$ cat src/rtl/rr_arbiter_4.sv
// Four-requester round-robin arbiter with a registered one-hot grant and a
// bounded per-owner hold time; feeds the Y0..Y3 inputs of the 4-to-2 encoder.
module rr_arbiter_4 #(
  parameter int unsigned HOLD_MAX = 8
) (
  input  logic       clk,
  input  logic       rst_n,
  input  logic [3:0] req,
  output logic [3:0] gnt,
  output logic       gnt_valid
);

  localparam logic [0:0] ST_IDLE  = 1'b0;
  localparam logic [0:0] ST_GRANT = 1'b1;

  localparam bit         HOLD_LIMITED = (HOLD_MAX != 0);
  localparam logic [7:0] HOLD_LAST    = (HOLD_MAX == 0) ? 8'd0 : 8'(HOLD_MAX - 1);

  logic [0:0] state_q, state_d;
  logic [3:0] gnt_q,   gnt_d;
  logic [1:0] ptr_q,   ptr_d;
  logic [7:0] hold_q,  hold_d;
  logic       valid_q;

  logic [1:0] owner;
  logic [3:0] others;
  logic       do_grant;
  logic [1:0] grant_idx;

  function automatic logic [3:0] dec(input logic [1:0] idx);
    dec = 4'b0001 << idx;
  endfunction

  function automatic logic [1:0] enc(input logic [3:0] oh);
    case (oh)
      4'b0010: enc = 2'd1;
      4'b0100: enc = 2'd2;
      4'b1000: enc = 2'd3;
      default: enc = 2'd0;
    endcase
  endfunction

  // First set bit of m scanning circularly from s; caller guarantees m != 0.
  function automatic logic [1:0] pick(input logic [3:0] m, input logic [1:0] s);
    logic [1:0] idx;
    logic       found;
    found = 1'b0;
    pick  = '0;
    for (int unsigned k = 0; k < 4; k++) begin
      idx = s + 2'(k);
      if (!found && m[idx]) begin
        pick  = idx;
        found = 1'b1;
      end
    end
  endfunction

  always_comb begin
    state_d   = state_q;
    gnt_d     = gnt_q;
    ptr_d     = ptr_q;
    hold_d    = hold_q;
    do_grant  = 1'b0;
    grant_idx = '0;
    owner     = enc(gnt_q);
    others    = req & ~dec(owner);

    if (state_q == ST_IDLE) begin
      if (|req) begin
        do_grant  = 1'b1;
        grant_idx = pick(req, ptr_q);
      end
    end else begin
      if (!req[owner]) begin
        // Release wins over a coinciding expiry; handoff happens on this edge.
        if (|others) begin
          do_grant  = 1'b1;
          grant_idx = pick(others, owner + 2'd1);
        end else begin
          state_d = ST_IDLE;
          gnt_d   = '0;
          hold_d  = '0;
        end
      end else if (HOLD_LIMITED && (hold_q == HOLD_LAST)) begin
        // Owner is scanned last, so it is re-granted only when alone.
        do_grant  = 1'b1;
        grant_idx = pick(req, owner + 2'd1);
      end else begin
        hold_d = (hold_q == 8'hFF) ? hold_q : hold_q + 8'd1;
      end
    end

    if (do_grant) begin
      state_d = ST_GRANT;
      gnt_d   = dec(grant_idx);
      ptr_d   = grant_idx + 2'd1;
      hold_d  = '0;
    end
  end

  always_ff @(posedge clk or negedge rst_n) begin
    if (!rst_n) begin
      state_q <= ST_IDLE;
      gnt_q   <= '0;
      ptr_q   <= '0;
      hold_q  <= '0;
      valid_q <= 1'b0;
    end else begin
      state_q <= state_d;
      gnt_q   <= gnt_d;
      ptr_q   <= ptr_d;
      hold_q  <= hold_d;
      valid_q <= |gnt_d;
    end
  end

  assign gnt       = gnt_q;
  assign gnt_valid = valid_q;

endmodule

$ cat config.mk
export PLATFORM = sky130hd
export DESIGN_NAME = rr_arbiter_4
export DESIGN_NICKNAME = d
export VERILOG_FILES = /design/src/rtl/rr_arbiter_4.sv
export SDC_FILE = /design/constraint.sdc
export NUM_CORES = 1
export LEC_CHECK = 0
export CAP_MARGIN = 20
export CORE_MARGIN = 2
export CORE_UTILIZATION = 35
export CTS_CLUSTER_SIZE = 16
export DETAILED_ROUTE_END_ITERATION = 10
export PLACE_DENSITY = 0.49
export SLEW_MARGIN = 20
export SYNTH_ARGS = -nofsm -noshare
export SYNTH_HDL_FRONTEND = slang
export SYNTH_SLANG_ARGS = --single-unit
$ cat constraint.sdc
create_clock -name clk -period 6.3 [get_ports clk]
set_input_delay 1.26 -clock clk [delete_from_list [all_inputs] [get_ports clk]]
set_output_delay 1.26 -clock clk [all_outputs]
set_load 0.01 [all_outputs]
==> impl_metrics.toml <==
[status]
status = "completed"

[floorplan]
core_sq_um = 4410
rows = 24
fp.dieH_um = 72.0
dieArea_sq_um = 5180
pin_count = 11
die_x_um = 72.0
start_util_pct = 36.6

[detailed_routing]
wl_um = 3820
ant_nets = 0
route.detailed.drc = 0
drt-vias-per-instance = 5.78
wl_per_cell_um = 15.6
firstDrtPassIters = 4
vias = 1416
drtIter0Drc = 147

[yosys]
ys.flop_type = "dfrtp_1"
syn-mean-instance-area_sq_um = 8.51
ys_warn_count = 0
synth_edf_count = 0
synth.cell_area_sq_um = 1620
synthCells = 190
synth_fp_nets = 205
ys_types = 54
ys_seq_area_share_pct = 24.7
async_reset_ff_share_pct = 100
yosys_register_bits = 16

[timing]
holdWs_ps = 512
finalHoldViolCount = 0
worst_pin_slew_ps = 948
maxSlewHeadroom_pct = 36.4
period_needed_ps = 3960
slew_violations = 0
rsz0062_at_grt = "no"
fmax_mhz = 252
fin_crit_sh_pct = 62.9
fin_skew_ps = 3.71
setup_violations = 0
fin_tns_setup_ps = 0
worst_slack_ps = 2340

[global_route]
busiest_layer = "met2"
grt_use_total_pct = 15.7
gr-usage-met2_pct = 28.8
use_met3_pct = 1.53
grt.met1_usage_pct = 18.4
grt_overflow = 0
grt_pass1_vias = 1477
antenna_found_initial = 0
grt_pass1_wl_um = 6540
grt_max_degree = 19

[pwr]
ir_drop_mv = 0.142
clkPwrFrac_pct = 12.3
pwr-share-comb_pct = 63.0
p_switching_mw = 0.334
power_mw = 0.735
pwr-share-seq_pct = 24.7
p_per_area_nw_per_um2 = 415
intPower_mw = 0.400
switching_share_pct = 45.5
p_leak_nw = 0.723

[place]
gp_congestion = 0.870
portBuffers = 10
post-place-cells = 241
pre_cts_ws_ps = 1890
dpl.hpwl_um = 2900
place_area_sq_um = 1710

[worst_setup_path]
path_max_fanout = 15
arrival_ps = 4140
worstSetupPathType = "in2reg"
required_ps = 6480
worstSetupStartpointType = "primary input"
end_kind = "register"

[layout]
n_antenna_cell = 0
stdcell_count = 245
final_cell_mix = "18 x nor2_1, 16 x dfrtp_1, 12 x nand2b_1"
final_nets = 209
final_common_cell = "nor2_1"
utilization_pct = 40.1
drive_gt1_share_pct = 8.29
final_area_sq_um = 1770
syn_to_final_growth_pct = 9.36

[clock_tree]
path_clk_slew_ps = 60
cts_buffers = 3
ctsHoldBuffers = 0
clkSinkCount = 16
postCtsSetupBuffers = 0
root_buffer = "clkbuf_8"
clockBufferDepth = 2
ctsResizeCount = 0
htreeDepth = 1
cts_tree = "yes"
clk_latency_ps = 250

[run]
drv_cap = 0

[hold_path]
hp-class = "reg2reg"
-- flip-flops by register name, indices dropped and copies added, names as in the netlist --
signal	count
gnt	4
gnt_valid	1
hold_q	8
ptr_q	2
state_q	1
-- Yosys cell counts, types with 3 or more instances --
library cell | instances | area share, %
nor2_1 | 18 | 4.2
dfrtp_1 | 16 | 25
nand2b_1 | 12 | 4.6
a21oi_1 | 11 | 3.4
o21ai_0 | 11 | 3.4
inv_1 | 10 | 2.3
ha_1 | 9 | 7.0
nand2_1 | 9 | 2.1
nand3_1 | 9 | 2.8
xor2_1 | 6 | 3.2
clkbuf_1 | 5 | 1.2
mux2_2 | 4 | 2.8
o21ai_1 | 4 | 1.2
a311oi_1 | 3 | 1.6
a31oi_1 | 3 | 1.2
buf_6 | 3 | 2.1
mux2i_1 | 3 | 1.9
nor3_1 | 3 | 0.93
o32ai_1 | 3 | 1.6
or2_1 | 3 | 1.2
or3_1 | 3 | 1.2
-- cell type report --
type	count	area, sq um
clock buffer	4	55.1
sequential	16	400
timing repair buffer	10	100
tap	52	65.1
inverter	12	47.5
multi-input combinational	151	1100
fill	449	2650
-- power by group through the flow --
stage / combinational [mW] / sequential [mW] / clock, mW
2_1_floorplan: 0.388 / 0.161 / 0
3_3_place_gp: 0.457 / 0.184 / 0
3_5_place_dp: 0.464 / 0.184 / 0
4_1_cts: 0.467 / 0.182 / 0.0948
5_1_grt: 0.519 / 0.188 / 0.0992
6_report: 0.463 / 0.181 / 0.0903
-- metal layers --
layer  vias up  wire [um]  share of wire (%)
met3         4         79                2.1
met4         0         52                1.4
met2        19       2020                 53
met1       694       1670                 44
met5         -          0                  0
li1        699          -                  -
-- path summary, 6_finish.rpt --
| kind | slack (ps) | from | to | cells after the start |
|---|---|---|---|---|
| worst min register to register | 510 | hold_q[0] | hold_q[0] | 1 |
| worst max-delay path | 2340 | req[0] | gnt_valid | 11 |
| worst min-delay path | 510 | hold_q[0] | hold_q[0] | 1 |
| min in group asynchronous | 1440 | rst_n | hold_q[3] | 1 |
| worst max register to register | 2590 | gnt[1] | gnt_valid | 11 |
| max in group asynchronous | 4410 | rst_n | ptr_q[1] | 1 |
-- cells by family after synthesis --
logic type | synth area share, %
xor+xnor | 5.96
flops | 24.7
fa+ha+maj | 6.96
simple gates | 25.1
compound gates | 21.8
buf+inv | 7.27
mux | 8.12
-- worst max-delay path, stage by stage --
cell and delay (ps):
clkdlybuf4s50_1 800, or2_1 240, o21ai_0 90, a2111oi_1 800, nor2_1 80, inv_1 100
o31a_1 160, ha_1 170, nor2_1 40, mux2_1 280, a21oi_1 120
No activity file was read; power rests on OpenSTA's default activity.
